File: config.mk
export PLATFORM = sky130hd
export DESIGN_NAME = lfm_pulse_gater_flat
export DESIGN_NICKNAME = d
export VERILOG_FILES = /design/src/rtl/lfm_pulse_gater_if.sv /design/src/rtl/lfm_pulse_gater.sv /design/src/flat_wrapper.sv
export SDC_FILE = /design/constraint.sdc
export NUM_CORES = 1
export LEC_CHECK = 0
export CORE_MARGIN = 1.5
export CORE_UTILIZATION = 50
export CTS_CLUSTER_DIAMETER = 80
export CTS_CLUSTER_SIZE = 25
export DETAILED_ROUTE_END_ITERATION = 12
export PLACE_DENSITY = 0.83
export REMOVE_ABC_BUFFERS = 1
export SLEW_MARGIN = 20
export SYNTH_ARGS = -nofsm -noshare
export SYNTH_HDL_FRONTEND = slang
export SYNTH_SLANG_ARGS = --single-unit
File: constraint.sdc
create_clock -name clk -period 4.89 [get_ports clk]
set_input_delay 0.978 -clock clk [delete_from_list [all_inputs] [get_ports clk]]
set_output_delay 0.978 -clock clk [all_outputs]
set_load 0.01 [all_outputs]
File: src/rtl/lfm_pulse_gater_if.sv
// Stream bundle between the LFM DDS output and the pulse gater / DAC path.
// The slave view is the gater itself; the master view drives samples and observes the framed output.
interface lfm_pulse_gater_if;
  logic        s_valid;
  logic [31:0] s_data;
  logic        m_valid;
  logic [31:0] m_data;
  logic        m_first;
  logic        m_last;
  logic        pulse_active;
  logic [15:0] pulse_count;

  modport slave (
    input  s_valid, s_data,
    output m_valid, m_data, m_first, m_last, pulse_active, pulse_count
  );

  modport master (
    output s_valid, s_data,
    input  m_valid, m_data, m_first, m_last, pulse_active, pulse_count
  );
endinterface

File: src/rtl/lfm_pulse_gater.sv
// Cuts a continuous LFM chirp into tapered radar pulses on a PRI grid.
// Two-stage pipeline: stage 1 latches sample/gain/flags, stage 2 multiplies and shifts per I/Q lane.

module lfm_gain_lane #(
  parameter int VEC_W = 16,
  parameter int SH    = 4,
  parameter int GW    = SH + 1
) (
  input  logic             clk,
  input  logic             reset,
  input  logic             en,
  input  logic [VEC_W-1:0] x,
  input  logic [GW-1:0]    g,
  output logic [VEC_W-1:0] y
);
  localparam int PW = VEC_W + SH + 2;

  logic signed [PW-1:0] prod;

  // g <= 2^SH, so the shifted product always fits back into VEC_W bits
  assign prod = $signed({{(PW-VEC_W){x[VEC_W-1]}}, x}) * $signed({{(PW-GW){1'b0}}, g});

  always_ff @(posedge clk or posedge reset) begin
    if (reset) y <= '0;
    else       y <= en ? VEC_W'(prod >>> SH) : '0;
  end
endmodule

module lfm_pulse_gater #(
  parameter int PULSE_LEN = 1024,
  parameter int PRI_LEN   = 4096,
  parameter int RAMP_LOG2 = 4,
  parameter int NUM_LANES = 2,
  parameter int VEC_W     = 16
) (
  input  logic              clk,
  input  logic              reset,
  input  logic              enable,
  lfm_pulse_gater_if.slave  bus
);
  localparam int R      = 1 << RAMP_LOG2;
  localparam int GW     = RAMP_LOG2 + 1;
  localparam int NW     = (PRI_LEN > 2) ? $clog2(PRI_LEN) : 1;
  localparam int STAGES = 2;

  localparam logic [2:0] S_IDLE      = 3'd0;
  localparam logic [2:0] S_RAMP_UP   = 3'd1;
  localparam logic [2:0] S_FLAT      = 3'd2;
  localparam logic [2:0] S_RAMP_DOWN = 3'd3;
  localparam logic [2:0] S_GAP       = 3'd4;

  logic [2:0]        state;
  logic [NW-1:0]     n, n_inc;
  logic              accept;
  logic [STAGES:0]   vld_pipe;
  logic [GW-1:0]     gain;

  logic [NUM_LANES-1:0][VEC_W-1:0] s1_data;
  logic [NUM_LANES-1:0][VEC_W-1:0] s2_data;
  logic [GW-1:0]     s1_gain;
  logic              s1_first, s1_last, s1_active;
  logic              m_first_r, m_last_r, m_active_r;
  logic [15:0]       cnt;

  function automatic logic [2:0] state_of(input logic [NW-1:0] idx);
    if (int'(idx) < R)                  return S_RAMP_UP;
    else if (int'(idx) < PULSE_LEN - R) return S_FLAT;
    else if (int'(idx) < PULSE_LEN)     return S_RAMP_DOWN;
    else                                return S_GAP;
  endfunction

  // In IDLE the accepted sample is n=0 of a new pulse (n is held at 0 there)
  assign accept      = bus.s_valid && ((state != S_IDLE) || enable);
  assign vld_pipe[0] = accept;
  assign n_inc       = n + NW'(1);

  always_comb begin
    gain = '0;
    case (state)
      S_RAMP_UP:   gain = GW'(n);
      S_FLAT:      gain = GW'(R);
      S_RAMP_DOWN: gain = GW'(PULSE_LEN - 1 - int'(n));
      default:     gain = '0;
    endcase
  end

  // enable only matters at the PRI boundary, so pulses and gaps always finish
  always_ff @(posedge clk or posedge reset) begin
    if (reset) begin
      state <= S_IDLE;
      n     <= '0;
    end else if (accept) begin
      if (n == NW'(PRI_LEN - 1)) begin
        n     <= '0;
        state <= enable ? S_RAMP_UP : S_IDLE;
      end else begin
        n     <= n_inc;
        state <= state_of(n_inc);
      end
    end
  end

  always_ff @(posedge clk or posedge reset) begin
    if (reset) begin
      vld_pipe[STAGES:1] <= '0;
      s1_data   <= '0;
      s1_gain   <= '0;
      s1_first  <= 1'b0;
      s1_last   <= 1'b0;
      s1_active <= 1'b0;
    end else begin
      vld_pipe[STAGES:1] <= vld_pipe[STAGES-1:0];
      if (accept) begin
        s1_data   <= bus.s_data;
        s1_gain   <= gain;
        s1_first  <= (n == '0);
        s1_last   <= (n == NW'(PULSE_LEN - 1));
        s1_active <= (int'(n) < PULSE_LEN);
      end
    end
  end

  for (genvar l = 0; l < NUM_LANES; l++) begin : g_lane
    lfm_gain_lane #(.VEC_W(VEC_W), .SH(RAMP_LOG2), .GW(GW)) u_lane (
      .clk   (clk),
      .reset (reset),
      .en    (vld_pipe[1]),
      .x     (s1_data[l]),
      .g     (s1_gain),
      .y     (s2_data[l])
    );
  end

  always_ff @(posedge clk or posedge reset) begin
    if (reset) begin
      m_first_r  <= 1'b0;
      m_last_r   <= 1'b0;
      m_active_r <= 1'b0;
      cnt        <= '0;
    end else begin
      m_first_r  <= vld_pipe[1] & s1_first;
      m_last_r   <= vld_pipe[1] & s1_last;
      m_active_r <= vld_pipe[1] & s1_active;
      if (vld_pipe[1] && s1_first) cnt <= cnt + 16'd1;
    end
  end

  assign bus.m_valid      = vld_pipe[STAGES];
  assign bus.m_data       = s2_data;
  assign bus.m_first      = m_first_r;
  assign bus.m_last       = m_last_r;
  assign bus.pulse_active = m_active_r;
  assign bus.pulse_count  = cnt;
endmodule

File: src/flat_wrapper.sv
// flat-port wrapper written by rule: the top's interface ports become plain ports
module lfm_pulse_gater_flat 
#(
  parameter int PULSE_LEN = 1024,
  parameter int PRI_LEN   = 4096,
  parameter int RAMP_LOG2 = 4,
  parameter int NUM_LANES = 2,
  parameter int VEC_W     = 16
)
  (clk, reset, enable, bus_s_valid, bus_s_data, bus_m_valid, bus_m_data, bus_m_first, bus_m_last, bus_pulse_active, bus_pulse_count);
  lfm_pulse_gater_if bus_i ();
  input  logic clk;
  input  logic reset;
  input  logic enable;
  input wire logic [$bits(bus_i.s_valid)-1:0] bus_s_valid;
  input wire logic [$bits(bus_i.s_data)-1:0] bus_s_data;
  output wire logic [$bits(bus_i.m_valid)-1:0] bus_m_valid;
  output wire logic [$bits(bus_i.m_data)-1:0] bus_m_data;
  output wire logic [$bits(bus_i.m_first)-1:0] bus_m_first;
  output wire logic [$bits(bus_i.m_last)-1:0] bus_m_last;
  output wire logic [$bits(bus_i.pulse_active)-1:0] bus_pulse_active;
  output wire logic [$bits(bus_i.pulse_count)-1:0] bus_pulse_count;
  assign bus_i.s_valid = bus_s_valid;
  assign bus_i.s_data = bus_s_data;
  assign bus_m_valid = bus_i.m_valid;
  assign bus_m_data = bus_i.m_data;
  assign bus_m_first = bus_i.m_first;
  assign bus_m_last = bus_i.m_last;
  assign bus_pulse_active = bus_i.pulse_active;
  assign bus_pulse_count = bus_i.pulse_count;
  lfm_pulse_gater #(.PULSE_LEN(PULSE_LEN), .PRI_LEN(PRI_LEN), .RAMP_LOG2(RAMP_LOG2), .NUM_LANES(NUM_LANES), .VEC_W(VEC_W)) u_core (.clk(clk), .reset(reset), .enable(enable), .bus(bus_i));
endmodule
==> results of run 1 <==
## flip-flops by register name, indices dropped and copies added (netlist names)
register / flops
u_core.s1_last: 1
u_core.vld_pipe: 1
u_core.s1_data: 32
u_core.n: 12
u_core.s1_gain: 5
u_core.bus.m_valid: 1
u_core.state: 3
u_core.bus.pulse_count: 16
u_core.bus.m_last: 1
u_core.bus.pulse_active: 1
u_core.s1_first: 1
u_core.g_lane.u_lane.y: 32
u_core.s1_active: 1
u_core.bus.m_first: 1
## routing by layer
| metal | vias to the layer above | global-route usage |
|---|---|---|
| met3 | 23 | 0.0366 |
| met2 | 180 | 0.352 |
| met4 | 0 | 0.0499 |
| met1 | 3608 | 0.280 |
| li1 | 3516 | - |
| met5 | - | 0 |
## layout by cell type, fill, tap and decap left out, types with 2 or more instances in the layout
cell type / instances
dfrtp_1: 108
o21ai_0: 22
and2_1: 174
mux2i_1: 5
o21ai_2: 2
a211oi_1: 4
inv_1: 157
buf_4: 10
fa_1: 92
clkinv_8: 3
and3_1: 11
o211ai_1: 7
inv_8: 2
o31ai_1: 10
nand2b_1: 12
a21o_1: 12
o2111ai_1: 2
a31oi_1: 3
o22ai_1: 6
clkbuf_16: 9
nor2_1: 19
or3_1: 2
xor2_1: 21
ha_1: 69
o21a_1: 2
nor2b_1: 9
nand2_1: 158
a21oi_1: 26
xnor2_1: 39
nor3_1: 10
clkdlybuf4s50_1: 87
nand3_1: 12
nand4_1: 11
## logic make-up after synthesis
kind of cell | after synthesis | share of synthesized area
xor+xnor | 60 | 0.0536
fa+ha+maj | 161 | 0.276
compound gates | 115 | 0.0813
flops | 108 | 0.276
simple gates | 428 | 0.229
buf+inv | 201 | 0.0780
mux | 6 | 0.00626
## through the flow
stage	total power, mW	cell area (µm²)
2_1_floorplan	3.61	9630
3_3_place_gp	4.35	10900
3_5_place_dp	4.47	10900
4_1_cts	5.26	11200
5_1_grt	5.78	11200
6_report	5.20	11200
## area by class of cell
cell class / instances / area (µm²) / area share
inverter: 159 / 599 / 0.0534
timing repair buffer: 97 / 946 / 0.0843
clock inverter: 7 / 87.6 / 0.00780
multi-input combinational: 770 / 6330 / 0.564
tap: 265 / 332 / 0.0295
clock buffer: 9 / 225 / 0.0201
sequential: 108 / 2700 / 0.241
## how the worst max path moves through the flow
stage / startpoint / endpoint
after floorplan: u_core.s1_gain[1]$_DFFE_PP0P_ / u_core.g_lane[1].u_lane.y[14]$_DFF_PP0_
after global placement: u_core.s1_gain[2]$_DFFE_PP0P_ / u_core.g_lane[1].u_lane.y[14]$_DFF_PP0_
after detailed placement: u_core.s1_gain[1]$_DFFE_PP0P_ / u_core.g_lane[0].u_lane.y[12]$_DFF_PP0_
after CTS: u_core.s1_gain[1]$_DFFE_PP0P_ / u_core.g_lane[0].u_lane.y[12]$_DFF_PP0_
after global routing: u_core.s1_gain[0]$_DFFE_PP0P_ / u_core.g_lane[0].u_lane.y[14]$_DFF_PP0_
final: u_core.s1_gain[1]$_DFFE_PP0P_ / u_core.g_lane[0].u_lane.y[12]$_DFF_PP0_
## power breakdown
group          switching, mW  internal, mW
Sequential             0.316          1.10
Clock                  0.387         0.368
Combinational           1.68          1.35
Total                   2.38          2.82
==> results.py, run 1 <==
metrics = {
    "floorplanning": {
        "die_x_um": 143,
        "num_rows": 51,
        "die_y_um": 143,
        "core_um2": 19300,
        "dieArea_um2": 20400,
        "ioPinCount": 88,
        "initial_core_util": 0.507,
    },
    "detailed_routing": {
        "wirelength_um": 19700,
        "drt_pre_antenna_iters": 5,
        "routed_via_density": 5.18,
        "met3WireLength_um": 1020,
        "ant_nets": 0,
        "wl_met2_um": 9600,
        "num_vias": 7327,
        "drt_iter0_markers": 375,
        "drc_errors": 0,
        "drt-met1-wl_um": 8760,
        "wire_per_inst_um": 13.9,
        "dr.max_layer_used": "met4",
    },
    "logic_synthesis": {
        "synth.top_cells.by_area": "dfrtp_1, fa_1, and2_1",
        "avgSynthCellArea_um2": 9.08,
        "yosysTopAreaCell": "dfrtp_1",
        "synth.top_cells.by_count": "and2_1, inv_1, nand2_1",
        "seq_area_frac_synth": 0.276,
        "synthArstFlopShare": 1.00,
        "synth_edf_count": 0,
        "synth_top_cell_area_share": 0.276,
        "yosysWarningCount": 0,
        "synth.most_common_cell": "and2_1",
        "ys_types": 61,
        "synthFlopType": "dfrtp_1",
        "synth_area_um2": 9800,
        "netlist_instances": 1079,
        "synth_seq_cells": 108,
    },
    "power": {
        "peakVddDrop_uv": 241,
        "powerDensity_nw_per_um2": 463,
        "power.leakage_nw": 5.72,
    },
    "setup_path": {
        "rr_worst_depth": 14,
        "critPathBufInv": 3,
        "rrSetupSlack_ns": 0.43,
        "critPathSlowestCell": "dfrtp_1",
        "cp-start-kind": "register",
        "cpMostUsedCell": "fa_1",
        "slowest_delay_ns": 0.68,
        "cp_num_cells": 14,
        "crit_required_ns": 5.18,
        "cp.arrival_ns": 4.75,
        "rr_endpoint": "u_core.g_lane[0].u_lane.y[12]$_DFF_PP0_",
        "path_cells": "buf_4 -> and2_1 -> fa_1 -> inv_1 -> fa_1 -> fa_1 -> inv_1 -> ha_1 -> a21oi_1 -> o21ai_0 -> a21oi_1 -> nor3_1 -> a211oi_1 -> mux2i_1",
        "criticalPathCategory": "reg -> reg",
        "cp-end-kind": "register",
        "critPathTopFamily": "adder cells",
        "cp_max_fo": 18,
        "rr_startpoint": "u_core.s1_gain[1]$_DFFE_PP0P_",
    },
    "clock_tree": {
        "clk_pin_slew_ns": 0.09,
        "h-tree-depth": 3,
        "cts_buffer_depth": 2,
        "post_cts_buffers": 0,
        "numCtsBuffers": 9,
        "cts_resized": 0,
        "cts_tree": "done",
        "cts-root-buf": "clkbuf_16",
        "insertion_delay_ns": 0.36,
        "clkSinkCount": 108,
        "hold_buffers": 0,
    },
    "final_layout": {
        "drive_gt1_frac": 0.0339,
        "num-nets-final": 1342,
        "final_util": 0.580,
        "areaGrowthSynthToFinish_pct": 14.5,
        "instances_no_fill": 1415,
        "n_fill_cell": 1665,
        "antenna_cells": 0,
    },
    "placed_design": {
        "dp_cells": 1399,
        "portBuffers": 87,
        "hpwl_um": 15000,
        "gp_congestion": 0.862,
        "place_ws_ns": 0.471,
    },
    "sta": {
        "fin_crit_ns": 4.46,
        "tightest_slew_ns": 0.757,
        "hold_violations": 0,
        "grt_setup_unrepaired": "false",
        "setup_violations": 0,
        "fin_skew_ns": 0.0135,
        "worst_slack_ns": 0.427,
        "finalSetupTns_ns": 0,
        "fin_hold_ws_ns": 0.478,
        "maxSlewHeadroom": 0.495,
        "slew_violations": 0,
        "clock.fmax_mhz": 224,
        "finalCritPeriodShare": 0.913,
    },
    "hold_path": {
        "min_to": "u_core.bus.pulse_count[15]$_DFFE_PP0P_",
        "min_from": "u_core.bus.pulse_count[15]$_DFFE_PP0P_",
        "min_path_cells": 1,
        "hold_path.class": "reg -> reg",
    },
    "global_route": {
        "grt_pass1_wl_um": 34300,
        "grt_pass1_vias": 7338,
        "grt_max_degree": 55,
        "antenna_found_initial": 0,
        "grt_usage": 0.209,
        "overflow": 0,
    },
    "job": {
        "cap_violations": 0,
    },
    "run_status": {
        "status": "complete, no violations",
    },
}
No activity file was read; power rests on OpenSTA's default activity.
==> run 2: changes to the inputs <==
CORE_MARGIN = unset   (was 1.5)
==> run 2 against run 1 <==
  * Cell count is 0.42% lower
  * Hold slack better by 0.0073 ns
  * Fmax is 0.66% lower
  * Utilization is 0.99 points higher
  * Die area is 1.4% lower
  * Highest routed layer unchanged
  * Combinational power hardly changed
  * Register-to-register slack worse by 0.03 ns
  * Via count is 0.14% lower
  * First-iteration DRC count is 12% higher
  * Power is 0.71% lower
  * Setup slack worse by 0.030 ns
  * Flip-flop and latch count stayed put
==> results.py, run 2 (synthesis gave the netlist of run 1 again) <==
metrics = {
    "floorplanning": {
        "die_x_um": 142,
        "num_rows": 50,
        "die_y_um": 142,
        "ioPinCount": 88,
        "initial_core_util": 0.517,
        "core_um2": 19000,
        "dieArea_um2": 20200,
    },
    "setup_path": {
        "rr_endpoint": "u_core.g_lane[1].u_lane.y[14]$_DFF_PP0_",
        "cpMostUsedCell": "fa_1",
        "crit_required_ns": 5.17,
        "cp-startpoint": "u_core.s1_gain[0]$_DFFE_PP0P_",
        "cp.arrival_ns": 4.77,
        "cp-start-kind": "register",
        "critPathBufInv": 2,
        "cp-end-kind": "register",
        "cp_num_cells": 13,
        "cp_max_fo": 26,
        "rrSetupSlack_ns": 0.40,
        "criticalPathCategory": "reg -> reg",
        "critPathSlowestCell": "dfrtp_1",
        "rr_startpoint": "u_core.s1_gain[0]$_DFFE_PP0P_",
        "slowest_delay_ns": 0.85,
        "critPathTopFamily": "adder cells",
        "rr_worst_depth": 13,
        "path_cells": "and2_1 -> fa_1 -> fa_1 -> inv_1 -> fa_1 -> inv_1 -> ha_1 -> o211a_1 -> a221o_1 -> a31oi_4 -> o21ai_2 -> a221oi_2 -> mux2i_1",
    },
    "placed_design": {
        "gp_congestion": 0.878,
        "dp_cells": 1393,
        "portBuffers": 87,
        "hpwl_um": 14500,
        "dpl_cell_area_um2": 10900,
    },
    "global_route": {
        "grt_pass1_vias": 7492,
        "grt_usage": 0.212,
        "overflow": 0,
        "antenna_found_initial": 0,
        "grt_max_degree": 55,
        "grt_pass1_wl_um": 34400,
    },
    "final_layout": {
        "layout_common_cells": "and2_1, nand2_1, inv_1",
        "num-nets-final": 1341,
        "instances_no_fill": 1409,
        "n_fill_cell": 1610,
        "antenna_cells": 0,
        "layout_commonest_cell": "and2_1",
        "areaGrowthSynthToFinish_pct": 14.2,
        "drive_gt1_frac": 0.0331,
        "final_area_um2": 11200,
    },
    "detailed_routing": {
        "drt_iter0_markers": 420,
        "drt_pre_antenna_iters": 5,
        "ant_nets": 0,
        "wirelength_um": 19400,
        "routed_via_density": 5.19,
        "num_vias": 7317,
        "drc_errors": 0,
        "wire_per_inst_um": 13.8,
    },
    "sta": {
        "slew_violations": 0,
        "maxSlewHeadroom": 0.482,
        "clock.fmax_mhz": 223,
        "setup_violations": 0,
        "fin_skew_ns": 0.0101,
        "finalSetupTns_ns": 0,
        "finalCritPeriodShare": 0.919,
        "hold_violations": 0,
        "tightest_slew_ns": 0.778,
        "fin_crit_ns": 4.49,
        "grt_setup_unrepaired": "false",
    },
    "job": {
        "cap_violations": 0,
    },
    "run_status": {
        "status": "complete, no violations",
    },
    "hold_path": {
        "hold_path.class": "reg -> reg",
        "min_path_cells": 1,
        "min_from": "u_core.bus.pulse_count[15]$_DFFE_PP0P_",
        "min_to": "u_core.bus.pulse_count[15]$_DFFE_PP0P_",
    },
    "clock_tree": {
        "post_cts_buffers": 0,
        "clkSinkCount": 108,
        "cts-root-buf": "clkbuf_16",
        "insertion_delay_ns": 0.36,
        "cts_tree": "done",
        "hold_buffers": 0,
        "clk_pin_slew_ns": 0.08,
        "cts_buffer_depth": 2,
        "cts_resized": 0,
        "numCtsBuffers": 9,
        "h-tree-depth": 3,
    },
    "power": {
        "powerDensity_nw_per_um2": 462,
        "power.leakage_nw": 5.71,
        "peakVddDrop_uv": 292,
    },
}
-- run 2: layout make-up --
cell class                 count  area, µm²  area share
tap                          260        325      0.0291
clock buffer                   9        225      0.0201
clock inverter                 7       68.8     0.00615
inverter                     159        599      0.0536
sequential                   108       2700       0.242
multi-input combinational    770       6330       0.566
timing repair buffer          96        938      0.0839
-- run 2: worst max-delay path by stage --
| stage | endpoint | slack (ns) |
|---|---|---|
| after floorplan | u_core.g_lane[1].u_lane.y[14]$_DFF_PP0_ | 0.80 |
| after global placement | u_core.g_lane[1].u_lane.y[14]$_DFF_PP0_ | 0.53 |
| after detailed placement | u_core.g_lane[1].u_lane.y[14]$_DFF_PP0_ | 0.42 |
| after CTS | u_core.g_lane[1].u_lane.y[14]$_DFF_PP0_ | 0.35 |
| after global routing | u_core.g_lane[0].u_lane.y[14]$_DFF_PP0_ | 0.06 |
| final | u_core.g_lane[1].u_lane.y[14]$_DFF_PP0_ | 0.40 |
-- run 2: report_power, final --
group,internal [mW],switching [mW]
registers,1.10,0.328
logic,1.35,1.66
clock network,0.359,0.365
-- run 2: per-stage QoR --
step / util / total power, mW / worst slack, ns / hold slack, ns
floorplan: - / 3.61 / 0.799 / 0.442
global placement: 0.575 / 4.33 / 0.526 / 0.454
global route: 0.590 / 5.74 / 0.0605 / 0.518
finish: 0.590 / 5.16 / 0.397 / 0.485
detailed placement: 0.575 / 4.46 / 0.422 / 0.475
CTS: 0.590 / 5.23 / 0.351 / 0.493
-- run 2: layer usage --
| metal | part of all wire | track usage | vias up | wire [µm] |
|---|---|---|---|---|
| li1 | - | - | 3511 | - |
| met4 | 0.013 | 0.0475 | 0 | 257 |
| met1 | 0.45 | 0.290 | 3612 | 8760 |
| met3 | 0.047 | 0.0299 | 25 | 911 |
| met2 | 0.49 | 0.357 | 169 | 9480 |
| met5 | 0 | 0 | - | 0 |
==> run 3: changes to the inputs <==
PLACE_DENSITY = 0.71   (was 0.83)
==> run 3 against run 2 <==
  * Count of clock-buffer cells in the layout unchanged
  * Register-to-register slack better by 0.22 ns
  * Hold slack got worse by 0.013 ns
  * Critical endpoint is now u_core.g_lane[0].u_lane.y[14]$_DFF_PP0_
  * Largest cell class unchanged
==> results.py, run 3 (synthesis gave the netlist of run 1 again) <==
metrics = {
    "run_status": {
        "status": "complete, no violations",
    },
    "floorplanning": {
        "initial_core_util": 0.517,
        "die_y_um": 142,
        "num_rows": 50,
        "die_x_um": 142,
        "dieArea_um2": 20200,
        "ioPinCount": 88,
        "core_um2": 19000,
    },
    "setup_path": {
        "criticalPathCategory": "reg -> reg",
        "critPathSlowestCell": "dfrtp_1",
        "critPathTopFamily": "adder cells",
        "crit_required_ns": 5.19,
        "cp-end-kind": "register",
        "path_cells": "buf_4 -> and2_1 -> fa_1 -> fa_1 -> inv_1 -> fa_1 -> inv_1 -> ha_1 -> a21oi_1 -> o21ai_0 -> a21oi_1 -> nor3_1 -> a211oi_1 -> mux2i_1",
        "slowest_delay_ns": 0.64,
        "cpMostUsedCell": "fa_1",
        "cp-start-kind": "register",
        "critPathBufInv": 3,
        "cp_max_fo": 16,
        "cp.arrival_ns": 4.57,
    },
    "sta": {
        "setup_violations": 0,
        "hold_violations": 0,
        "finalCritPeriodShare": 0.874,
        "clock.fmax_mhz": 234,
        "finalSetupTns_ns": 0,
        "fin_crit_ns": 4.27,
        "maxSlewHeadroom": 0.461,
        "fin_skew_ns": 0.0125,
        "worst_slack_ns": 0.615,
        "slew_violations": 0,
        "grt_setup_unrepaired": "false",
        "tightest_slew_ns": 0.807,
    },
    "clock_tree": {
        "cts_buffer_depth": 2,
        "post_cts_buffers": 0,
        "cts_resized": 0,
        "clkSinkCount": 108,
        "clk_pin_slew_ns": 0.09,
        "h-tree-depth": 3,
        "hold_buffers": 0,
        "numCtsBuffers": 9,
        "insertion_delay_ns": 0.37,
        "cts_tree": "done",
        "cts-root-buf": "clkbuf_16",
    },
    "global_route": {
        "grt_use_met2": 0.361,
        "grt_util_met1": 0.290,
        "overflow": 0,
        "grt_usage": 0.214,
        "grt_use_met3": 0.0323,
        "grt_pass1_wl_um": 34400,
        "busiest_layer": "met2",
        "grt_pass1_vias": 7323,
        "antenna_found_initial": 0,
        "grt_max_degree": 58,
    },
    "detailed_routing": {
        "num_vias": 7171,
        "routed_via_density": 5.08,
        "ant_nets": 0,
        "drt_iter0_markers": 319,
        "wirelength_um": 19500,
        "drc_errors": 0,
        "drt_pre_antenna_iters": 5,
        "wire_per_inst_um": 13.8,
    },
    "placed_design": {
        "hpwl_um": 14600,
        "gp_congestion": 0.850,
        "portBuffers": 87,
        "place_ws_ns": 0.652,
        "dp_cells": 1396,
    },
    "power": {
        "powerDensity_nw_per_um2": 466,
        "peakVddDrop_uv": 257,
        "power.leakage_nw": 5.75,
    },
    "final_layout": {
        "layout_commonest_cell": "and2_1",
        "instances_no_fill": 1412,
        "num-nets-final": 1344,
        "n_fill_cell": 1665,
        "drive_gt1_frac": 0.0356,
        "layout_common_cells": "and2_1, nand2_1, inv_1",
        "final_util": 0.595,
        "antenna_cells": 0,
        "areaGrowthSynthToFinish_pct": 15.0,
    },
    "hold_path": {
        "hold_path.class": "reg -> reg",
    },
    "job": {
        "cap_violations": 0,
    },
}
==> run 3: cell count changes in the layout (fill, tap and decap cells not counted), sizes merged <==
cell and change:
buf +3, bufinv +1, clkinv +1, clkinvlp -1
inv -1
==> run 3: where the power goes <==
part	internal (mW)	total [mW]	switching [mW]	leakage (nW)
registers	1.10	1.39	0.289	1.41
clock network	0.421	0.821	0.400	0.163
logic	1.35	3.04	1.69	4.18
total	2.88	5.25	2.37	5.75
==> run 3: worst paths after layout <==
check                      slack [ns]                                    from  cells past startpoint                                 endpoint
setup / recovery                 0.62           u_core.s1_gain[0]$_DFFE_PP0P_                     14  u_core.g_lane[0].u_lane.y[14]$_DFF_PP0_
hold / removal                   0.47  u_core.bus.pulse_count[15]$_DFFE_PP0P_                      1   u_core.bus.pulse_count[15]$_DFFE_PP0P_
setup reg to reg                 0.62           u_core.s1_gain[0]$_DFFE_PP0P_                     14  u_core.g_lane[0].u_lane.y[14]$_DFF_PP0_
hold reg to reg                  0.47  u_core.bus.pulse_count[15]$_DFFE_PP0P_                      1   u_core.bus.pulse_count[15]$_DFFE_PP0P_
max in group asynchronous        3.09                                   reset                      3   u_core.g_lane[1].u_lane.y[5]$_DFF_PP0_
min in group asynchronous        1.05                                   reset                      2  u_core.g_lane[0].u_lane.y[13]$_DFF_PP0_
==> run 3: through the flow <==
step / total power [mW] / cell area (µm²) / hold slack [ns]
5_1_grt: 5.83 / 11300 / 0.503
4_1_cts: 5.33 / 11300 / 0.481
6_report: 5.25 / 11300 / 0.472
3_5_place_dp: 4.47 / 10900 / 0.465
3_3_place_gp: 4.41 / 10900 / 0.453
2_1_floorplan: 3.61 / 9630 / 0.442
==> run 3: layout make-up <==
type                    count  area (µm²)  area share
flip-flops and latches    108        2700       0.240
repair buffers             99         973      0.0864
clock inverters             7         115      0.0102
multi-input cells         770        6330       0.562
well taps                 260         325      0.0289
clock buffers               9         225      0.0200
inverters                 159         599      0.0532
==> run 3: layer usage <==
metal,vias to the layer above,wire [µm]
met5,-,0
met4,0,284
met3,20,725
met2,130,9370
met1,3502,9160
li1,3519,-
==> patch (config.mk and constraints of run 3) <==
Reset style: synchronous (`reset`), changed in 4 clocked blocks.
--- a/src/rtl/lfm_pulse_gater.sv
+++ b/src/rtl/lfm_pulse_gater.sv
@@ -20,7 +20,7 @@
   // g <= 2^SH, so the shifted product always fits back into VEC_W bits
   assign prod = $signed({{(PW-VEC_W){x[VEC_W-1]}}, x}) * $signed({{(PW-GW){1'b0}}, g});
 
-  always_ff @(posedge clk or posedge reset) begin
+  always_ff @(posedge clk) begin
     if (reset) y <= '0;
     else       y <= en ? VEC_W'(prod >>> SH) : '0;
   end
@@ -85,7 +85,7 @@
   end
 
   // enable only matters at the PRI boundary, so pulses and gaps always finish
-  always_ff @(posedge clk or posedge reset) begin
+  always_ff @(posedge clk) begin
     if (reset) begin
       state <= S_IDLE;
       n     <= '0;
@@ -100,7 +100,7 @@
     end
   end
 
-  always_ff @(posedge clk or posedge reset) begin
+  always_ff @(posedge clk) begin
     if (reset) begin
       vld_pipe[STAGES:1] <= '0;
       s1_data   <= '0;
@@ -131,7 +131,7 @@
     );
   end
 
-  always_ff @(posedge clk or posedge reset) begin
+  always_ff @(posedge clk) begin
     if (reset) begin
       m_first_r  <= 1'b0;
       m_last_r   <= 1'b0;
Function: differs if reset is asserted again (counterexample within 4 cycles, from zero or initial values and one cycle with reset high); with reset held inactive, the same outputs for 10 cycles.
==> patch against run 3 <==
- clock skew fell by 0.0014 ns
- critical path type unchanged
- cell count rose by 0.57%
- fmax fell by 3.8%
- largest cell class unchanged
- setup slack got worse by 0.17 ns
- worst hold slack got worse by 0.0048 ns
- sequential cell count did not move
- die area fell by 3.3%
- final area fell by 4.3%
- routed wire length fell by 1.3%
- synthesized area fell by 3.3%
- non-clock buffer count fell by 3
Power is not compared: it rests on default switching activity, and its combinational part moved more than twofold at a synthesized area within 25%.
==> patch: results (changes against run 3) <==
Clock Skew: 0.0110 ns (-0.00145 ns)
Placed cell areas: 10500 um2 (-4.2%)
CP Launch Point: u_core.s1_gain[0]
Hold Crit Class: reg -> reg
First-pass GRT wire length: 33400 um (-2.9%)
Final nets: 1383 (+2.9%)
Layout cell share with drive strength beyond 1: 3.44% (-0.12 points)
HP Start: u_core.s1_active
Status: completed
Leading area contributor after synthesis: dfxtp_1
Total number of H-tree levels: 3 (unchanged)
DRT iter0 DRCs: 375 (+18%)
Vias in the first global route: 7093 (-3.1%)
Distinct cells, synth: 63 (+3.3%)
Synth top cells by count: 158 x inv_1, 150 x and2_1, 115 x nand2_1
Per-cell routed wire length: 13.6 um (-1.9%)
GPL Wtd Cong: 0.863 (+1.5%)
Register area share after synthesis: 22.8% (-4.8 points)
Largest net degree at the start of global routing: 74 (+28%)
Ys async rst share: 0% (-100 points)
Synth top area cells: dfxtp_1 23%, fa_1 19%, and2_1 9.9%
Post-DP HPWL: 14400 um (-1.6%)
Via count: 7497 (+4.5%)
Max FO, Critical Path: 31 (+15)
Critical path arrival: 4.69 ns (+0.12 ns)
-- patch: stage by stage --
stage,setup WS [ns],instances,hold slack (ns)
floorplan,0.957,1079,0.430
global placement,0.541,1404,0.448
detailed placement,0.449,1404,0.454
CTS,0.445,1420,0.474
global route,0.123,1420,0.510
finish,0.448,1420,0.467
-- patch: where the power goes --
| part | switching [mW] | internal [mW] | leakage, nW | total, mW |
|---|---|---|---|---|
| clock network | 0.401 | 0.370 | 0.149 | 0.771 |
| logic | 0.0573 | 0.0479 | 3.88 | 0.105 |
| registers | 0.0270 | 0.898 | 0.875 | 0.925 |
-- patch: critical path, stage by stage, from the launching register on --
cell      delay (ns)
dfxtp_1         0.99
and2_1          0.25
fa_1            0.43
fa_1            0.49
inv_1           0.05
fa_1            0.53
inv_1           0.04
ha_1            0.35
a21o_1          0.21
a221oi_2        0.35
o21ai_2         0.15
o31ai_1         0.26
xor2_1          0.17
nor2_1          0.05
-- patch: logic make-up (layout without fill, tap and decap cells) --
| group | after synthesis | in the layout | share of synthesized area [%] |
|---|---|---|---|
| simple gates | 429 | 429 | 24.0 |
| buf+inv | 209 | 270 | 8.55 |
| compound gates | 177 | 177 | 11.8 |
| fa+ha+maj | 161 | 161 | 28.6 |
| xor+xnor | 46 | 46 | 4.25 |
| flops | 108 | 108 | 22.8 |
-- patch: cell type report --
type | instances | area (um2) | share of cell area (%)
tap | 229 | 287 | 2.66
multi-input combinational | 813 | 6500 | 60.3
timing repair buffer | 96 | 933 | 8.66
clock buffer | 9 | 225 | 2.09
sequential | 108 | 2160 | 20.0
clock inverter | 7 | 85.1 | 0.789
inverter | 158 | 593 | 5.50
-- patch: final timing paths --
check	slack [ns]	to	depth (start not counted)
min	0.47	u_core.bus.pulse_active	1
max	0.45	u_core.g_lane[0].u_lane.y[9]	13
min reg2reg	0.47	u_core.bus.pulse_active	1
max reg2reg	0.45	u_core.g_lane[0].u_lane.y[9]	13
-- patch: routing by layer --
metal  track usage, %  wire [um]  up-vias  share of wire, %
li1                 -          -     3740                 -
met1             29.1       9320     3585                48
met2             33.8       8900      153                46
met3             3.34        824       19               4.3
met4             5.15        242        0               1.3
met5                0          0        -                 0
